--- src/rtl/spi_controller.sv ---
// spi_controller: single-byte full-duplex SPI mode-0 master, MSB first, SCLK = clk/(2*CLK_DIV).
// Define SPI_ERROR_EN to get a sticky o_error for requests dropped while busy; otherwise o_error is 0.
module spi_controller #(
  parameter int CLK_DIV = 4
) (
  input  logic       i_clk,
  input  logic       i_rst_n,
  input  logic [7:0] i_data,
  input  logic       i_valid,
  output logic       o_ready,
  output logic [7:0] o_data,
  output logic       o_valid,
  input  logic       i_cipo,
  output logic       o_copi,
  output logic       o_sclk,
  output logic       o_cs_n,
  output logic       o_error
);
  typedef enum logic [1:0] {IDLE, SETUP, SHIFT, HOLD} state_e;

  localparam logic [7:0] TC = 8'(CLK_DIV - 1);

  state_e     state_q, state_d;
  logic [7:0] cnt_q, cnt_d, rx_q, rx_d, data_q, data_d;
  logic [6:0] tx_q, tx_d;
  logic [2:0] bit_q, bit_d;
  logic       sclk_q, sclk_d, copi_q, copi_d, cs_n_q, cs_n_d, valid_q, valid_d;
  logic       tc;

  assign tc = (cnt_q == TC);

  always_comb begin
    state_d = state_q;
    cnt_d   = cnt_q;
    tx_d    = tx_q;
    rx_d    = rx_q;
    bit_d   = bit_q;
    sclk_d  = sclk_q;
    copi_d  = copi_q;
    cs_n_d  = cs_n_q;
    data_d  = data_q;
    valid_d = 1'b0;
    case (state_q)
      IDLE: if (i_valid) begin
        tx_d    = i_data[6:0];
        rx_d    = '0;
        copi_d  = i_data[7];
        cs_n_d  = 1'b0;
        cnt_d   = '0;
        bit_d   = '0;
        state_d = SETUP;
      end
      SETUP: if (tc) begin
        // first rising SCLK edge: capture bit 7 from the peripheral
        cnt_d   = '0;
        sclk_d  = 1'b1;
        rx_d    = {rx_q[6:0], i_cipo};
        state_d = SHIFT;
      end else begin
        cnt_d = cnt_q + 8'd1;
      end
      SHIFT: if (tc) begin
        cnt_d  = '0;
        sclk_d = ~sclk_q;
        if (!sclk_q) begin
          rx_d = {rx_q[6:0], i_cipo};
        end else if (bit_q == 3'd7) begin
          state_d = HOLD;
        end else begin
          copi_d = tx_q[6];
          tx_d   = {tx_q[5:0], 1'b0};
          bit_d  = bit_q + 3'd1;
        end
      end else begin
        cnt_d = cnt_q + 8'd1;
      end
      HOLD: if (tc) begin
        cnt_d   = '0;
        cs_n_d  = 1'b1;
        copi_d  = 1'b0;
        data_d  = rx_q;
        valid_d = 1'b1;
        state_d = IDLE;
      end else begin
        cnt_d = cnt_q + 8'd1;
      end
      default: state_d = IDLE;
    endcase
  end

  always_ff @(posedge i_clk or negedge i_rst_n) begin
    if (!i_rst_n) begin
      state_q <= IDLE;
      cnt_q   <= '0;
      tx_q    <= '0;
      rx_q    <= '0;
      bit_q   <= '0;
      sclk_q  <= 1'b0;
      copi_q  <= 1'b0;
      cs_n_q  <= 1'b1;
      data_q  <= '0;
      valid_q <= 1'b0;
    end else begin
      state_q <= state_d;
      cnt_q   <= cnt_d;
      tx_q    <= tx_d;
      rx_q    <= rx_d;
      bit_q   <= bit_d;
      sclk_q  <= sclk_d;
      copi_q  <= copi_d;
      cs_n_q  <= cs_n_d;
      data_q  <= data_d;
      valid_q <= valid_d;
    end
  end

  assign o_ready = (state_q == IDLE);
  assign o_data  = data_q;
  assign o_valid = valid_q;
  assign o_copi  = copi_q;
  assign o_sclk  = sclk_q;
  assign o_cs_n  = cs_n_q;

`ifdef SPI_ERROR_EN
  logic err_q, err_d;

  always_comb begin
    err_d = err_q | (i_valid & ~o_ready);
  end

  always_ff @(posedge i_clk or negedge i_rst_n) begin
    if (!i_rst_n) err_q <= 1'b0;
    else          err_q <= err_d;
  end

  assign o_error = err_q;
`else
  assign o_error = 1'b0;
`endif

endmodule
--- config.mk ---
export PLATFORM = sky130hd
export DESIGN_NAME = spi_controller
export DESIGN_NICKNAME = d
export VERILOG_FILES = /design/src/rtl/spi_controller.sv
export SDC_FILE = /design/constraint.sdc
export NUM_CORES = 1
export LEC_CHECK = 0
export BUFFER_PORTS_ARGS = -buffer_cell sky130_fd_sc_hd__clkbuf_2
export CAP_MARGIN = 20
export CORE_ASPECT_RATIO = 0.75
export CORE_MARGIN = 2
export CORE_UTILIZATION = 56
export CTS_CLUSTER_SIZE = 25
export DETAILED_ROUTE_END_ITERATION = 8
export GPL_TIMING_DRIVEN = 0
export PLACE_DENSITY = 0.81
export SYNTH_ARGS = -nofsm -noshare
export SYNTH_HDL_FRONTEND = slang
export SYNTH_SLANG_ARGS = --single-unit
--- constraint.sdc ---
create_clock -name i_clk -period 3.1 [get_ports i_clk]
set_input_delay 0.62 -clock i_clk [delete_from_list [all_inputs] [get_ports i_clk]]
set_output_delay 0.62 -clock i_clk [all_outputs]
set_load 0.03 [all_outputs]
* After elaboration in Yosys (flattened, before gate mapping)
Cells that the tools add are included.
Word-level totals: word-level logic and storage cells 77, flip-flop bits (word level) 40
Operators by class: bitwise logic cells 1, multiplexer cells 37, reduce and logical (&&, ||, !) cells 14, equal/unequal tests 13, add/sub/neg operators 2
Operators with widths (count):
- 8-bit two-way mux | 5
- 7-bit two-way mux | 4
- 8-bit one-hot mux with 3 select lines | 1
- 2-bit inequality test, second input constant | 8
- 8-bit one-hot mux with 2 select lines | 1
- 7-bit one-hot mux with 2 select lines | 1
- 2-bit two-way mux | 6
- 3-bit two-way mux | 4
- 6-bit AND reduction | 2
- 1-bit two-way mux | 10
- 5-bit AND reduction | 2
- 8-bit by 1-bit adder with 8-bit output, second input constant | 1
- 8-bit by 2-bit == test with 1-bit output, second input constant | 1
- 2-bit one-hot mux with 4 select lines | 1
- 3-bit one-hot mux with 2 select lines | 1
- 3-bit AND reduction | 2
- 2-bit nonzero test | 3
- 3-bit nonzero test | 2
- 2-bit == test, second input constant | 2
- 1-bit one-hot mux with 2 select lines | 2
- 3-bit by 1-bit adder with 3-bit output, second input constant | 1
- 3-bit == test, second input constant | 1
- 1-bit one-hot mux with 3 select lines | 1
- 3-bit OR reduction | 1
- other kinds (4) | 4

* Depth between registers and ports, before layout
Gate-level depths: netlist of the first run.
word-level depth 5, gate-level depth with buffers 8

* Least setup slack after synthesis of the first run
OpenSTA, ideal clock, no wires.
path type register to register, start reg state_q[0], end reg tx_q[1], path slack 0.999 ns, path buffers 2, required time 2.981 ns, data arrival time 1.982 ns, period minus slack after synthesis 2.101 ns, stages on the path, launching flop included 9, cells stage by stage dfrtp_1 inv_1 ha_1 nand2b_1 clkbuf_1 nand4_1 clkbuf_1 nand2_1 o21a_1
Between the ends: word-level cells in the longest chain between the ends 3, elaborated cells on any way between the ends 9, classes of those cells eq/ne (5); mux (1); reduce/logical (3)
Ends and longest elaborated chain:
- start, declared | RTL line 23 | state_e state_q, state_d;
- start signal, assigned | RTL line 104 | state_q <= state_d;
- 2-bit zero test *
- named net o_ready | RTL line 10 | output logic o_ready,
- 2-bit inequality test (no source line) / 2-bit nonzero test (equally long branches)
- 5-bit AND reduction (no source line)
- end signal, assigned | RTL line 106 | tx_q <= tx_d;
- end, declared | RTL line 25 | logic [6:0] tx_q, tx_d;
Mark *: on every way through the listed nets, which the timed path passes. The rest lies on a longest branch. A chain may end at the register's enable or synchronous reset.

* Final worst setup path of the first run
start reg state_q[0], end reg tx_q[2]
Between the ends: word-level cells in the longest chain between the ends 3, elaborated cells on any way between the ends 9, classes of those cells eq/ne (5); mux (1); reduce/logical (3)
Ends and longest elaborated chain:
- 2-bit == test / 2-bit zero test (equally long branches) | RTL line 43 | case (state_q)
- 2-bit inequality test (no source line) / 2-bit nonzero test (equally long branches)
- 5-bit AND reduction (no source line)
Several ways; a longest one is shown, not always the timed one.

==> results of run 1 <==
==> sequential cells by signal, indices dropped and copies added, names as in the netlist <==
signal,flops
o_cs_n,1
o_valid,1
rx_q,8
o_sclk,1
state_q,2
tx_q,7
bit_q,3
cnt_q,8
o_data,8
o_copi,1
==> cell type report <==
| class | instances | area [µm²] |
|---|---|---|
| sequential | 40 | 1000 |
| fill | 252 | 1070 |
| clock inverter | 2 | 35.0 |
| multi-input combinational | 114 | 856 |
| clock buffer | 6 | 72.6 |
| tap | 40 | 50.0 |
| inverter | 7 | 26.3 |
| timing repair buffer | 25 | 140 |
| buffer | 7 | 31.3 |
==> cell usage in the layout, fill, tap and decap left out, types with 2 or more instances in the layout <==
| cell | Yosys | layout |
|---|---|---|
| dfrtp_1 | 39 | 39 |
| clkbuf_2 | 0 | 24 |
| nand2_1 | 13 | 13 |
| nor2_1 | 9 | 9 |
| o21a_1 | 8 | 8 |
| a22o_1 | 8 | 8 |
| mux2_2 | 8 | 8 |
| ha_1 | 8 | 8 |
| inv_1 | 7 | 7 |
| clkbuf_1 | 5 | 6 |
| nand3_1 | 6 | 6 |
| o22a_1 | 6 | 6 |
| o21ai_0 | 5 | 5 |
| clkbuf_8 | 0 | 5 |
| nor3_1 | 4 | 4 |
| nand4_1 | 3 | 3 |
| xor2_1 | 3 | 3 |
| o22ai_1 | 2 | 2 |
| xnor2_1 | 2 | 2 |
| nor4bb_1 | 2 | 2 |
==> kinds of logic (layout without fill, tap and decap cells) <==
group | Yosys count | count (layout)
AOI/OAI and AO/OA | 38 | 38
xor gates and xnor gates | 5 | 5
adders and majority gates | 8 | 8
buffers and inverters | 14 | 47
DFF | 40 | 40
muxes | 10 | 10
other | 1 | 1
and+or+nand+nor | 52 | 52
==> power by group through the flow <==
stage,clock [mW],combinational (mW),sequential [mW]
after floorplan,0,0.00347,0.532
after global placement,0,0.0209,0.532
after detailed placement,0,0.0215,0.532
after CTS,0.421,0.0217,0.521
after global routing,0.440,0.0272,0.521
final,0.413,0.0238,0.521
==> per-stage QoR <==
stage / setup WS [ns] / instance area, µm²
floorplan: 0.999 / 1920
global route: 0.475 / 2210
detailed placement: 0.780 / 2090
global placement: 0.867 / 2090
finish: 0.711 / 2210
CTS: 0.738 / 2190
==> worst paths after layout <==
kind / end / start
min in group i_clk: tx_q[3]$_DFFE_PN0P_ / tx_q[3]$_DFFE_PN0P_
min reg2reg: tx_q[3]$_DFFE_PN0P_ / tx_q[3]$_DFFE_PN0P_
max in group asynchronous: o_cs_n$_DFFE_PN1P_ / i_rst_n
max reg2reg: tx_q[2]$_DFFE_PN0P_ / state_q[0]$_DFFE_PN0P_
max: tx_q[2]$_DFFE_PN0P_ / state_q[0]$_DFFE_PN0P_
min: tx_q[2]$_DFFE_PN0P_ / i_rst_n
==> layer usage <==
metal / vias up / GRT usage [%] / part of all wire [%]
met5: - / 0 / 0
met4: 0 / 9.12 / 1.0
met3: 6 / 5.34 / 5.2
met2: 45 / 35.0 / 48
met1: 715 / 27.7 / 46
li1: 669 / - / -
==> key figures, run 1 <==
Power and ir drop
  • Clock share of power: a little over two fifths
  • Logic pwr share: under 10%
  • Switching part of the total: approximately a fifth
  • Total chip power: 0.959 mW
  • Internal: around 0.77 mW
  • Lkg Pwr: 1.08 nW
  • Seq pwr share: approximately 54%
  • VDD IR-drop max: ~0.00032 V
  • Net switching power: about 0.19 mW
  • P per Cell Area: 433 mW/mm²

Clocking
  • Post-CTS setup buffers: 0
  • Hold_buf cts: 0
  • Clock latency on the worst-skew pair: roughly 0.29 ns
  • CTS buffer count: 5
  • Post-CTS Resized: 0
  • Clock slew at reported path FFs: 0.08 ns
  • H-tree depth: 2
  • Max Buffers Root-to-Sink: 2
  • CTS tree: done
  • CTS Root Cell: clkbuf_8
  • CTS sink count: 40

Floorplanning
  • DIE WIDTH: 71.5 µm
  • Die area: between 0.003 and 0.004 mm²
  • Cell row count: 18
  • Core ar.: between 0.003 and 0.004 mm²
  • Initial Util: around three fifths
  • Die Ht: 54.7 µm
  • I/O Pins: 26

Place
  • Port-buffer cells: 24
  • Final HPWL DP: 2690 µm
  • Placed Cells: between 200 and 250
  • RD Place Congestion: between 0.7 and 0.8

Finish
  • # diodes: 0
  • Final Util: 67.3%
  • Final nets: between 200 and 250
  • Fraction of layout cells with a size suffix above 1: a little under a quarter
  • Synth-to-layout area growth: 15.5%
  • Finished Layout Cells: about 240

Run
  • Max-cap check violation count: 0

Logic synthesis
  • Top-area cell type share of the netlist area: roughly half
  • Simple-gate share of the synthesized area: 15.9%
  • Post-synthesis xor/xnor area fraction: ~2.3%
  • Number of synthesized register bits: 40
  • Largest family of logic cells by synthesized area: simple AND/OR/NAND/NOR gates
  • Top post-synthesis cells by area: dfrtp_1, ha_1, mux2_2, a22o_1, o21a_1
  • Count leader, synth: dfrtp_1
  • Mapped Area: 0.00192 mm²
  • Mapped Cells: 168
  • Proportion of synthesized area in mux cells: between 5 and 6%
  • Complex-gate fraction of the synthesized area: between 15 and 20%
  • Area leader, netlist: dfrtp_1
  • EDFF count, synth: 0
  • Synth cell types: 48
  • Synth warnings: 0
  • Synth Flop Type: dfrtp_1
  • Mean Syn Cell Area: 11.4 µm²
  • Register area share after synthesis: between 50% and 60%
  • Fraction of registers with async set/reset: 100%
  • Synth Area in Adders: roughly 5.2%
  • Synthesized Nets: between 150 and 200
  • Top cells by count, synth: dfrtp_1, nand2_1, nor2_1

Run status
  • Outcome: finished, final reports clean

Timing
  • Setup violators final: 0
  • Worst clock skew: approximately 0.013 ns
  • Max frequency: between 400 and 500 MHz
  • RSZ-0062 raised after global routing: no
  • Tmin final: 2.39 ns
  • WHS: 0.132 ns
  • Final period util: between 70% and 80%
  • Setup_tns: 0 ns
  • Max Transition Viols Final: 0
  • Final Hold Vio Count: 0

Setup path
  • WS Path Type: reg -> reg
  • Reg-to-reg slack, setup: between 0.7 and 0.8 ns
  • WP depth: 8
  • Crit path cell chain: inv_1, ha_1, clkbuf_1, and3b_1, nand4_1, clkbuf_1, nand2_1, o21a_1
  • CP max stage cell: dfrtp_1
  • Critical Path End Type: flip-flop
  • Worst EP arrival: roughly 2.6 ns
  • Most frequent CP cell: clkbuf_1
  • CP Launch Type: flip-flop
  • Reg2reg path depth: 8
  • Buf+Inv Stages, Crit Path: 3
  • Crit-path leading delay family: simple AND/OR/NAND/NOR gates
  • Worst Path Max Fanout: 10
  • Max stage delay on crit path: 0.41 ns
  • Worst path required time: roughly 3.3 ns

Routing
  • DRC violations left: 0
  • Via density: 5.95
  • Routed vias: approximately 1400
  • Post-DRT Antenna Nets: 0
  • WL final: between 3000 and 4000 µm
  • WL per Instance: between 15 and 20 µm
  • Iter 0 DRT Violations: between 100 and 150
  • Initial DRT Pass Iterations: 4

GRT
  • GRT overflow: 0
  • First-pass GRT wire length: between 6000 and 7000 µm
  • All-Layer GR Usage: 21.4%
  • Vias in the first global route: 1361
  • Largest net degree at the start of global routing: 41
  • Initial antenna violation count: 0

Min path
  • Hold WC Path Type: in -> async
No activity file was read; power rests on OpenSTA's default activity.
==> inputs of run 2 (changes only) <==
--- a/config.mk
+++ b/config.mk
@@ -9,11 +9,11 @@
 export CAP_MARGIN = 20
 export CORE_ASPECT_RATIO = 0.75
 export CORE_MARGIN = 2
-export CORE_UTILIZATION = 56
+export CORE_UTILIZATION = 51
 export CTS_CLUSTER_SIZE = 25
 export DETAILED_ROUTE_END_ITERATION = 8
 export GPL_TIMING_DRIVEN = 0
-export PLACE_DENSITY = 0.81
+export PLACE_DENSITY = 0.78
 export SYNTH_ARGS = -nofsm -noshare
 export SYNTH_HDL_FRONTEND = slang
 export SYNTH_SLANG_ARGS = --single-unit
==> constraint.sdc (replaced) <==
create_clock -name i_clk -period 1.9 [get_ports i_clk]
set_input_delay 0.38 -clock i_clk [delete_from_list [all_inputs] [get_ports i_clk]]
set_output_delay 0.38 -clock i_clk [all_outputs]
set_load 0.03 [all_outputs]
==> key figures, run 2 (synthesis gave the netlist of run 1 again) <==
Finish
  • Register Area: 0.00101 mm² (+0.37%)
  • Multi-input gate area: 971 µm² (+13%)
  • # diodes: 0 (unchanged)
  • Final nets: 235 (+6.8%)
  • Fillers: 261 (+3.6%)
  • Synth-to-layout area growth: 30.0%
  • Most frequent cells in the layout: dfrtp_1, clkbuf_2, buf_4
  • Leading cell type in the layout, fill and taps excluded: dfrtp_1
  • Fraction of layout cells with a size suffix above 1: 41.2% (+17 points)

Timing
  • Tmin final: 1.90 ns (-0.487 ns)
  • Max Transition Viols Final: 0 (unchanged)
  • Final period util: 100% (+23 points)
  • RSZ-0062 raised after global routing: yes
  • Max frequency: 526 MHz (+26%)
  • Final Hold Vio Count: 0 (unchanged)
  • Setup_tns: -0.00236 ns (-0.00236 ns)
  • Min setup slack post-route: -0.00236 ns (-0.713 ns)
  • Setup violators final: 1 (+1)
  • Worst clock skew: 0.00400 ns (-0.00905 ns)

Min path
  • Hold WC Path Type: in -> reg

Setup path
  • CP max stage cell: or4_4
  • Max stage delay on crit path: 0.55 ns (+0.14 ns)
  • WS Path Type: reg -> reg
  • Crit path cell chain: or4_4, nor4b_4, buf_4, o221ai_2, mux2_4
  • Worst path required time: 2.07 ns (-1.20 ns)
  • Worst Path Max Fanout: 2 (-8)
  • Worst EP arrival: 2.08 ns (-0.48 ns)
  • Crit-path leading delay family: simple AND/OR/NAND/NOR gates
  • Critical Path End Type: flip-flop
  • CP Launch Type: flip-flop
  • Buf+Inv Stages, Crit Path: 1 (-2)

Clocking
  • Clock latency on the worst-skew pair: 0.29 ns (about the same)
  • CTS Root Cell: clkbuf_8
  • CTS buffer count: 5 (unchanged)
  • CTS sink count: 40 (unchanged)
  • CTS tree: done
  • Clock slew at reported path FFs: 0.07 ns (about the same)
  • H-tree depth: 2 (unchanged)
  • Max Buffers Root-to-Sink: 2 (unchanged)

GRT
  • First-pass GRT wire length: 6890 µm (+12%)
  • GR met2 Demand/Resource: 34.1% (-0.90 points)
  • Initial antenna violation count: 0 (unchanged)
  • Largest net degree at the start of global routing: 41 (unchanged)
  • GRT overflow: 0 (unchanged)
  • Gr busiest metal: met2
  • GRT met1 Usage: 29.0% (+1.3 points)
  • Vias in the first global route: 1483 (+9.0%)
  • All-Layer GR Usage: 21.7% (+0.28 points)
  • Routing usage on met3: 5.83% (+0.49 points)

Floorplanning
  • Cell row count: 19 (+1)
  • I/O Pins: 26 (unchanged)
  • Initial Util: 52.7% (-5.6 points)
  • Die area: 0.00427 mm² (+9.2%)
  • DIE WIDTH: 74.8 µm (+4.5%)
  • Die Ht: 57.1 µm (+4.4%)
  • Core ar.: 0.00364 mm² (+11%)

Routing
  • WL per Instance: 17.1 µm (+8.5%)
  • WL final: 4590 µm (+21%)
  • Via density: 5.80 (-2.6%)
  • Post-DRT Antenna Nets: 0 (unchanged)
  • Routed vias: 1555 (+8.4%)
  • Initial DRT Pass Iterations: 5 (+1)
  • Iter 0 DRT Violations: 149 (+48%)
  • DRC violations left: 0 (unchanged)

Power and ir drop
  • P per Cell Area: 628 mW/mm² (+45%)
  • VDD IR-drop max: 0.000616 V (+95%)
  • Total chip power: 1.57 mW (+63%)
  • Lkg Pwr: 1.19 nW (+9.7%)

Run status
  • Failing checks: setup timing
  • Outcome: finished with violations

Place
  • Port-buffer cells: 24 (unchanged)
  • RD Place Congestion: 0.891 (+13%)
  • Final HPWL DP: 2830 µm (+5.2%)

Run
  • Max-cap check violation count: 0 (unchanged)
-- run 2: worst paths after layout --
kind	start	depth (start not counted)	endpoint	slack (ns)
max in group asynchronous	i_rst_n	3	o_cs_n$_DFFE_PN1P_	0.99
max reg2reg	cnt_q[3]$_DFFE_PN0P_	5	o_copi$_DFFE_PN0P_	-0.002
min in group asynchronous	i_rst_n	2	tx_q[4]$_DFFE_PN0P_	0.43
min	i_data[0]	3	tx_q[0]$_DFFE_PN0P_	0.32
max	cnt_q[3]$_DFFE_PN0P_	5	o_copi$_DFFE_PN0P_	-0.002
min reg2reg	tx_q[3]$_DFFE_PN0P_	1	tx_q[3]$_DFFE_PN0P_	0.49
-- run 2: timing repair --
| item | in CTS | in global routing |
|---|---|---|
| hold endpoints to repair | 0 | 3 |
| pin swaps | 4 | 5 |
| cloned | 0 | 1 |
| hold buffers | 0 | 1 |
| setup endpoints to repair | 35 | 32 |
| resized for setup | 16 | 18 |
| buffers inserted | 9 | 6 |
-- run 2: final cells by class --
class | count | area share [%]
Clock buffer | 6 | 2.91
Sequential cell | 40 | 40.4
Timing Repair Buffer | 42 | 10.8
Multi-Input combinational cell | 114 | 39.0
Inverter | 7 | 1.05
Tap cell | 52 | 2.61
Clock inverter | 2 | 1.41
Buffer | 5 | 1.81
-- run 2: metal layers --
layer  vias to the layer above  share of wire [%]
li1                        704                  -
met1                       772                 42
met2                        63                 49
met3                        16                6.1
met4                         0                3.2
met5                         -                  0
-- run 2: where the power goes --
part           switching (mW)  total, mW  internal (mW)
registers                   0      0.851          0.851
logic                  0.0252     0.0413         0.0161
clock network           0.284      0.673          0.390
total                   0.309       1.57           1.26
-- run 2: through the flow --
stage / hold WS [ns] / setup slack (ns) / cell area (µm²) / util (%) / instances
2_1_floorplan: 0.0844 / 0.0110 / 1920 / - / 168
3_3_place_gp: 0.476 / -0.196 / 2110 / 57.9 / 244
3_5_place_dp: 0.481 / -0.295 / 2110 / 57.9 / 244
4_1_cts: 0.264 / -0.0144 / 2320 / 63.9 / 259
5_1_grt: 0.331 / -0.0450 / 2490 / 68.5 / 268
6_report: 0.317 / -0.00236 / 2490 / 68.5 / 268
-- run 2: worst register-to-register path, stage by stage (launching register included) --
cell and delay, ns:
dfrtp_2 0.41, or4_4 0.55, nor4b_4 0.26, buf_4 0.17
o221ai_2 0.09, mux2_4 0.31
==> inputs of run 3 (changes only) <==
--- a/config.mk
+++ b/config.mk
@@ -14,6 +14,7 @@
 export DETAILED_ROUTE_END_ITERATION = 8
 export GPL_TIMING_DRIVEN = 0
 export PLACE_DENSITY = 0.78
+export SKIP_LAST_GASP = 1
 export SYNTH_ARGS = -nofsm -noshare
 export SYNTH_HDL_FRONTEND = slang
 export SYNTH_SLANG_ARGS = --single-unit
==> key figures, run 3 (synthesis gave the netlist of run 1 again) <==
Timing
  • Min setup slack post-route: -0.0109 ns (-0.00855 ns)
  • Setup violators final: 1 (unchanged)
  • Final period util: 101% (+0.45 points)
  • Tmin final: 1.91 ns (+0.00855 ns)
  • Worst clock skew: 0.00554 ns (+0.00154 ns)
  • Final Hold Vio Count: 0 (unchanged)
  • Max frequency: 523 MHz (-0.45%)
  • RSZ-0062 raised after global routing: yes
  • Max Transition Viols Final: 0 (unchanged)

GRT
  • GRT overflow: 0 (unchanged)
  • All-Layer GR Usage: 21.7% (unchanged)
  • GR met2 Demand/Resource: 34.1% (unchanged)
  • GRT met1 Usage: 29.0% (unchanged)
  • Vias in the first global route: 1483 (unchanged)
  • Routing usage on met3: 5.83% (unchanged)
  • Largest net degree at the start of global routing: 41 (unchanged)
  • First-pass GRT wire length: 6890 µm (unchanged)
  • Gr busiest metal: met2
  • Initial antenna violation count: 0 (unchanged)

Power and ir drop
  • Internal: 1.26 mW (about the same)
  • Clock share of power: 43.1% (about the same)
  • Net switching power: 0.311 mW (+0.64%)
  • Lkg Pwr: 1.19 nW (about the same)
  • Total chip power: 1.57 mW (+0.13%)
  • P per Cell Area: 630 mW/mm² (+0.23%)
  • Seq pwr share: 54.3% (about the same)
  • Logic pwr share: 2.6% (about the same)
  • VDD IR-drop max: 0.000614 V (-0.19%)
  • Switching part of the total: 19.8% (+0.10 points)

Clocking
  • CTS Root Cell: clkbuf_8
  • Clock latency on the worst-skew pair: 0.29 ns (about the same)
  • CTS tree: done
  • CTS buffer count: 5 (unchanged)
  • Max Buffers Root-to-Sink: 2 (unchanged)
  • CTS sink count: 40 (unchanged)
  • Clock slew at reported path FFs: 0.08 ns (about the same)
  • H-tree depth: 2 (unchanged)

Min path
  • Hold WC Path Type: in -> reg
  • Worst Hold Depth: 3 (unchanged)

Run
  • Max-cap check violation count: 0 (unchanged)

Run status
  • Failing checks: setup timing
  • Outcome: finished with violations

Setup path
  • Reg2reg path depth: 5 (unchanged)
  • WS Path Type: reg -> reg
  • Worst EP arrival: 2.08 ns (about the same)
  • Critical Path End Type: flip-flop
  • Worst Path Max Fanout: 2 (unchanged)
  • CP Launch Type: flip-flop
  • Worst path required time: 2.07 ns (about the same)

Routing
  • WL final: 4670 µm (+1.8%)
  • Via density: 5.71 (-1.6%)
  • WL per Instance: 17.4 µm (+1.8%)
  • Initial DRT Pass Iterations: 4 (-1)
  • Post-DRT Antenna Nets: 0 (unchanged)
  • DRC violations left: 0 (unchanged)
  • Routed vias: 1530 (-1.6%)
  • Iter 0 DRT Violations: 186 (+25%)

Floorplanning
  • Die area: 0.00427 mm² (unchanged)
  • Core ar.: 0.00364 mm² (unchanged)
  • Cell row count: 19 (unchanged)
  • Die Ht: 57.1 µm (unchanged)
  • DIE WIDTH: 74.8 µm (unchanged)
  • I/O Pins: 26 (unchanged)
  • Initial Util: 52.7% (unchanged)

Finish
  • Leading cell type in the layout, fill and taps excluded: dfrtp_1
  • Fraction of layout cells with a size suffix above 1: 40.7% (-0.46 points)
  • Final nets: 235 (unchanged)
  • Most frequent cells in the layout: dfrtp_1, clkbuf_2, buf_4
  • Final Util: 68.4% (-0.069 points)
  • Synth-to-layout area growth: 29.9%
  • # diodes: 0 (unchanged)

Place
  • RD Place Congestion: 0.891 (unchanged)
  • Final HPWL DP: 2830 µm (unchanged)
  • Port-buffer cells: 24 (unchanged)
-- run 3: cell types whose count changed in the layout (fill, tap and decap cells not counted) --
cell / previous run / this run
nor2_2: 1 / 0
nor2_1: 8 / 9
-- run 3: final timing paths --
| kind | from | endpoint | slack [ns] |
|---|---|---|---|
| setup / recovery | cnt_q[3]$_DFFE_PN0P_ | o_copi$_DFFE_PN0P_ | -0.01 |
| setup reg to reg | cnt_q[3]$_DFFE_PN0P_ | o_copi$_DFFE_PN0P_ | -0.01 |
| max in group asynchronous | i_rst_n | o_cs_n$_DFFE_PN1P_ | 1.00 |
| hold / removal | i_cipo | rx_q[0]$_DFFE_PN0P_ | 0.30 |
| min in group asynchronous | i_rst_n | tx_q[4]$_DFFE_PN0P_ | 0.43 |
| hold reg to reg | tx_q[3]$_DFFE_PN0P_ | tx_q[3]$_DFFE_PN0P_ | 0.49 |
-- run 3: critical path, cell delays in order, from the launching register on --
cell and delay, ns:
dfrtp_2 0.41, or4_4 0.55, nor4b_4 0.26, buf_4 0.17
o221ai_2 0.09, mux2_4 0.31
-- run 3: through the flow --
stage	instance area [µm²]	cells	setup TNS [ns]	hold WS [ns]	worst slack, ns
floorplan	1920	168	0	0.0844	0.0110
global placement	2110	244	-4.10	0.476	-0.196
detailed placement	2110	244	-6.08	0.481	-0.295
CTS	2320	259	-0.0691	0.264	-0.0196
global route	2490	268	-0.116	0.322	-0.0544
finish	2490	268	-0.0109	0.300	-0.0109
-- run 3: power by group through the flow --
stage | Clock (mW) | Sequential (mW) | Combinational [mW]
after floorplan | 0 | 0.868 | 0.00567
after global placement | 0 | 0.867 | 0.0345
after detailed placement | 0 | 0.867 | 0.0349
after CTS | 0.686 | 0.851 | 0.0353
after global routing | 0.716 | 0.850 | 0.0465
final | 0.675 | 0.851 | 0.0414
-- run 3: repair_timing --
| action | 4_1_cts | 5_1_grt |
|---|---|---|
| hold buffers | 0 | 1 |
| setup buffers | 9 | 6 |
| pin swaps | 4 | 5 |
| gates cloned | 0 | 1 |
| endpoints found under the setup margin | 35 | 32 |
| resized for setup | 15 | 18 |
| hold endpoints to repair | 0 | 3 |
-- run 3: layout make-up --
type	instances	area, µm²
timing repair buffer	42	270
multi-input combinational	114	968
clock inverter	2	35.0
fill	265	1150
tap	52	65.1
buffer	5	45.0
clock buffer	6	72.6
sequential	40	1010
inverter	7	26.3
-- run 3: routing by layer --
metal | vias up | part of all wire (%)
met5 | - | 0
met4 | 0 | 1.9
met3 | 8 | 5.2
met2 | 59 | 49
met1 | 756 | 44
li1 | 707 | -
